`config.mk`:
```
export PLATFORM = sky130hd
export DESIGN_NAME = uart_tx_ctrl
export DESIGN_NICKNAME = d
export VERILOG_FILES = /design/src/rtl/uart_tx_ctrl.sv
export SDC_FILE = /design/constraint.sdc
export NUM_CORES = 1
export LEC_CHECK = 0
export BUFFER_PORTS_ARGS = -buffer_cell sky130_fd_sc_hd__clkbuf_2
export CAP_MARGIN = 20
export CORE_ASPECT_RATIO = 1.2
export CORE_MARGIN = 2
export CORE_UTILIZATION = 27
export DETAILED_ROUTE_END_ITERATION = 8
export SLEW_MARGIN = 20
export SYNTH_ARGS = -nofsm -noshare
export SYNTH_HDL_FRONTEND = slang
export SYNTH_SLANG_ARGS = --single-unit
```
`constraint.sdc`:
```
create_clock -name clk -period 4.6 [get_ports clk]
set_clock_uncertainty 0.15 [all_clocks]
set_input_delay 0.23 -clock clk [delete_from_list [all_inputs] [get_ports clk]]
set_output_delay 0.23 -clock clk [all_outputs]
set_load 0.005 [all_outputs]
```
`src/rtl/uart_tx_ctrl.sv`:
```
// UART transmit controller feeding a tx_piso shift register.
// Takes one byte per valid/ready handshake, generates baud timing, strobes
// the PISO's load/shift inputs and drives the complete serial frame:
// start, 8 data bits LSB first, optional parity, 1 or 2 stop bits.
//
// Handshake: a byte is accepted on a clk edge where tx_valid && tx_ready.
// tx_ready is high only in IDLE. While a frame is in progress tx_valid and
// tx_data are ignored, and the producer may change them freely.
module uart_tx_ctrl #(
    parameter int CLKS_PER_BIT = 16,
    parameter int PARITY_EN    = 0,
    parameter int PARITY_ODD   = 0,
    parameter int STOP_BITS    = 1
) (
    input  logic       clk,
    input  logic       reset,
    input  logic [7:0] tx_data,
    input  logic       tx_valid,
    output logic       tx_ready,
    output logic       piso_load,
    output logic       piso_shift,
    output logic [7:0] piso_data,
    input  logic       piso_out,
    output logic       tx_serial,
    output logic       tx_busy,
    output logic       tx_done,
    output logic [2:0] o_dbg_state
);

    typedef enum logic [2:0] {
        S_IDLE   = 3'd0,
        S_START  = 3'd1,
        S_DATA   = 3'd2,
        S_PARITY = 3'd3,
        S_STOP   = 3'd4
    } state_t;

    localparam int            CW         = $clog2(CLKS_PER_BIT);
    localparam logic [CW-1:0] BAUD_LAST  = CW'(CLKS_PER_BIT - 1);
    localparam logic [2:0]    STOP_LAST  = 3'(STOP_BITS - 1);
    localparam logic          ODD_BIT    = (PARITY_ODD != 0);
    localparam bit            HAS_PARITY = (PARITY_EN != 0);

    state_t        r_state;
    state_t        w_state_nxt;
    logic [CW-1:0] r_baud_cnt;
    logic [2:0]    r_bit_cnt;
    logic [7:0]    r_data;
    logic          w_bit_end;
    logic          w_take;

    assign w_bit_end   = (r_baud_cnt == BAUD_LAST);
    assign w_take      = tx_valid && (r_state == S_IDLE);
    assign tx_ready    = (r_state == S_IDLE);
    assign tx_busy     = (r_state != S_IDLE);
    assign piso_data   = r_data;
    assign o_dbg_state = r_state;

    // State, baud counter, bit counter and latched byte.
    // bit_cnt counts data bits in DATA and stop bits in STOP; both counters
    // restart from zero on every state change.
    always_ff @(posedge clk) begin
        if (reset) begin
            r_state    <= S_IDLE;
            r_baud_cnt <= '0;
            r_bit_cnt  <= '0;
            r_data     <= '0;
        end else begin
            r_state <= w_state_nxt;
            if (w_take) begin
                r_data <= tx_data;
            end
            if ((w_state_nxt != r_state) || (r_state == S_IDLE) || w_bit_end) begin
                r_baud_cnt <= '0;
            end else begin
                r_baud_cnt <= r_baud_cnt + 1'b1;
            end
            if (w_state_nxt != r_state) begin
                r_bit_cnt <= '0;
            end else if (w_bit_end && ((r_state == S_DATA) || (r_state == S_STOP))) begin
                r_bit_cnt <= r_bit_cnt + 1'b1;
            end
        end
    end

    // Next state and per-state line / PISO strobe decode.
    always_comb begin
        w_state_nxt = r_state;
        tx_serial   = 1'b1;
        piso_load   = 1'b0;
        piso_shift  = 1'b0;
        tx_done     = 1'b0;
        case (r_state)
            S_IDLE: begin
                if (tx_valid) begin
                    w_state_nxt = S_START;
                end
            end
            S_START: begin
                tx_serial = 1'b0;
                // Load only on the first START cycle so the PISO holds the
                // byte for the rest of START.
                piso_load = (r_baud_cnt == '0);
                if (w_bit_end) begin
                    w_state_nxt = S_DATA;
                end
            end
            S_DATA: begin
                tx_serial = piso_out;
                if (w_bit_end) begin
                    if (r_bit_cnt != 3'd7) begin
                        // Advance the PISO to the next bit; none after bit 7.
                        piso_shift = 1'b1;
                    end else begin
                        w_state_nxt = HAS_PARITY ? S_PARITY : S_STOP;
                    end
                end
            end
            S_PARITY: begin
                tx_serial = (^r_data) ^ ODD_BIT;
                if (w_bit_end) begin
                    w_state_nxt = S_STOP;
                end
            end
            S_STOP: begin
                if (w_bit_end && (r_bit_cnt == STOP_LAST)) begin
                    tx_done     = 1'b1;
                    w_state_nxt = S_IDLE;
                end
            end
            default: begin
                w_state_nxt = S_IDLE;
            end
        endcase
    end

endmodule

```
==> impl_metrics.tcl <==
set metrics [dict create \
    status "finished, final reports clean" \
    drive_gt1_share_pct 25.9 \
    synth-seq-cells 18 \
    h-tree-depth 1 \
    cts.clk_slew.worst_paths_ns 0.07 \
    final_antenna_net_count 0 \
    yosysWarnings 0 \
    cts_sinks 18 \
    finalCritPeriodShare_pct 41.4 \
    dp_hpwl_mm 1.69 \
    min_path_type "input pin to flop" \
    antenna_found_initial 0 \
    worstSetupEndpointType "output pin" \
    ctsResizeCount 0 \
    cts_setup_buffers 0 \
    wirelength_mm 2.14 \
    initial_core_util_pct 28.5 \
    core_area_um2 3400 \
    max_slew_margin_pct 68.1 \
    rows 23 \
    grt_util_all_layers_pct 11.5 \
    wl_per_cell_um 11.9 \
    synth_edf_count 0 \
    cts_root_buf "clkbuf_8" \
    required_ns 4.22 \
    synthCells 116 \
    synth.area.mux_share_pct 2.07 \
    ys_types 34 \
    setup_viol 0 \
    ys_seq_area_share_pct 37.2 \
    synthArstFlopShare_pct 0 \
    grt_pass1_vias 860 \
    path_class "flop to output pin" \
    insertion_delay_ns 0.24 \
    io_buffer_count 28 \
    syn_area_per_cell_um2 8.35 \
    ir_worst_vdd_v 0.000159 \
    numCtsBuffers 3 \
    die_height_um 69.6 \
    slew_viol_final 0 \
    initialDrtViolationCount 12 \
    rsz0062_at_grt "no" \
    synth-xor-area-share_pct 10.7 \
    drc 0 \
    gp_congestion 0.740 \
    whs_ns 0.0509 \
    placed_area_um2 1120 \
    synth_compound_area_share_pct 10.9 \
    path_max_fanout 14 \
    arrival_ns 1.53 \
    drv_cap 0 \
    n_fill_cell 381 \
    hold_buffers 0 \
    fmax_mhz 525 \
    synth_adder_area_share_pct 6.46 \
    grt_max_degree 16 \
    vias_per_cell 4.68 \
    num_io_pins 29 \
    area.growth.synth_to_final_pct 21.6 \
    utilization_pct 34.7 \
    worst_pin_slew_ns 0.477 \
    clock_tree.buffer_depth 2 \
    chipWidth_um 58.7 \
    design_area_um2 1180 \
    die-area_um2 4080 \
    start_kind "flop" \
    drt_pass1_iterations 3 \
    grt_pass1_wl_mm 3.73 \
    fin_setup_tns_ns 0 \
    diodes 0 \
    grt-ovfl-total 0 \
    cts_tree "done" \
    fin_crit_ns 1.91 \
    synthesis.area_um2 968 \
    dr_total_vias 842 \
    finalHoldViolations 0 \
    syn_nets 133 \
    power_density_nw_per_um2 290 \
    synth_top_family_by_area "simple AND/OR/NAND/NOR gates" \
    power_leakage_nw 0.496 \
    yosys.area_share.simple_pct 26.2 \
    fin_nets 161 \
    synthFlopType "dfxtp_1" \
]
## worst max-delay path, cell delays in order, from the launching register on
cell	delay, ns
dfxtp_1	0.45
or4b_1	0.52
nor3_1	0.16
clkbuf_2	0.15
## flip-flops by register name, indices dropped and copies added, names as in the netlist
signal / flops
piso_data: 8
r_bit_cnt: 3
o_dbg_state: 3
r_baud_cnt: 4
## power breakdown
| group | internal [mW] | switching (mW) | total, mW |
|---|---|---|---|
| registers | 0.162 | 0.00714 | 0.169 |
| clock network | 0.0758 | 0.0484 | 0.124 |
| logic | 0.0230 | 0.0248 | 0.0479 |
## metrics by stage
| stage | power (mW) | cells | worst slack [ns] |
|---|---|---|---|
| floorplan | 0.202 | 116 | 3.07 |
| CTS | 0.347 | 180 | 2.65 |
| global route | 0.364 | 180 | 2.60 |
| global placement | 0.220 | 176 | 2.91 |
| detailed placement | 0.221 | 176 | 2.91 |
| finish | 0.341 | 180 | 2.69 |
## final timing paths
| check | slack [ns] | from | cells after the start | end |
|---|---|---|---|---|
| min | 0.05 | tx_data[7] | 3 | piso_data[7] |
| max reg2reg | 2.90 | o_dbg_state[2] | 4 | piso_data[5] |
| min reg2reg | 0.31 | r_baud_cnt[0] | 1 | r_baud_cnt[0] |
| max | 2.69 | o_dbg_state[1] | 3 | piso_load |
## Yosys cell counts, drive strengths merged, types with 3 or more instances
master  number  area (um^2)
ha           5         62.6
inv          8         30.0
nand2       19         71.3
nor2        11         41.3
a21oi       11         55.1
xnor2       10         95.1
buf          4         28.8
nor4         3         25.0
nor3         4         36.3
dfxtp       18          360
o21ai        4         20.0
## kinds of logic (layout without fill, tap and decap cells)
group                      Yosys count  count (layout)
and+or+nand+nor                     48              48
AOI/OAI and AO/OA                   19              19
DFF                                 18              18
buffers and inverters               13              40
xor gates and xnor gates            11              11
adders and majority gates            5               5
muxes                                2               2
## layer usage
layer	GRT usage (%)	share of wire (%)
met1	13.1	40
met2	20.3	54
met3	2.99	5.3
met4	3.79	0.89
met5	0	0
## layout make-up
cell class / instances / area (um^2) / share of cell area [%]
multi-input combinational: 85 / 546 / 46.3
timing repair buffer: 28 / 140 / 11.9
clock buffer: 4 / 55.1 / 4.68
tap: 37 / 46.3 / 3.93
sequential: 18 / 360 / 30.6
inverter: 8 / 30.0 / 2.55
## placed cells by master (no fill, tap or decap)
master / Yosys / layout
and4_1: 1 / 1
xor2_1: 1 / 1
nor4_2: 1 / 1
clkbuf_2: 0 / 28
nor2b_1: 1 / 1
nand3_1: 1 / 1
nand2b_1: 1 / 1
dfxtp_1: 18 / 18
clkbuf_8: 0 / 4
nor2_1: 11 / 11
o21a_1: 1 / 1
mux2i_1: 2 / 2
a31oi_1: 1 / 1
xnor2_2: 1 / 1
nand3_2: 1 / 1
ha_1: 5 / 5
o31a_1: 1 / 1
a21oi_1: 11 / 11
or4b_1: 1 / 1
nor3_4: 1 / 1
or3_1: 2 / 2
nor4b_1: 1 / 1
nor3_2: 1 / 1
and3_1: 1 / 1
inv_1: 8 / 8
and2_1: 1 / 1
nand2_1: 19 / 19
nor4_1: 2 / 2
nor3_1: 2 / 2
o21ai_0: 4 / 4
xnor2_1: 9 / 9
a21o_1: 1 / 1
No activity file was read; power rests on OpenSTA's default activity.
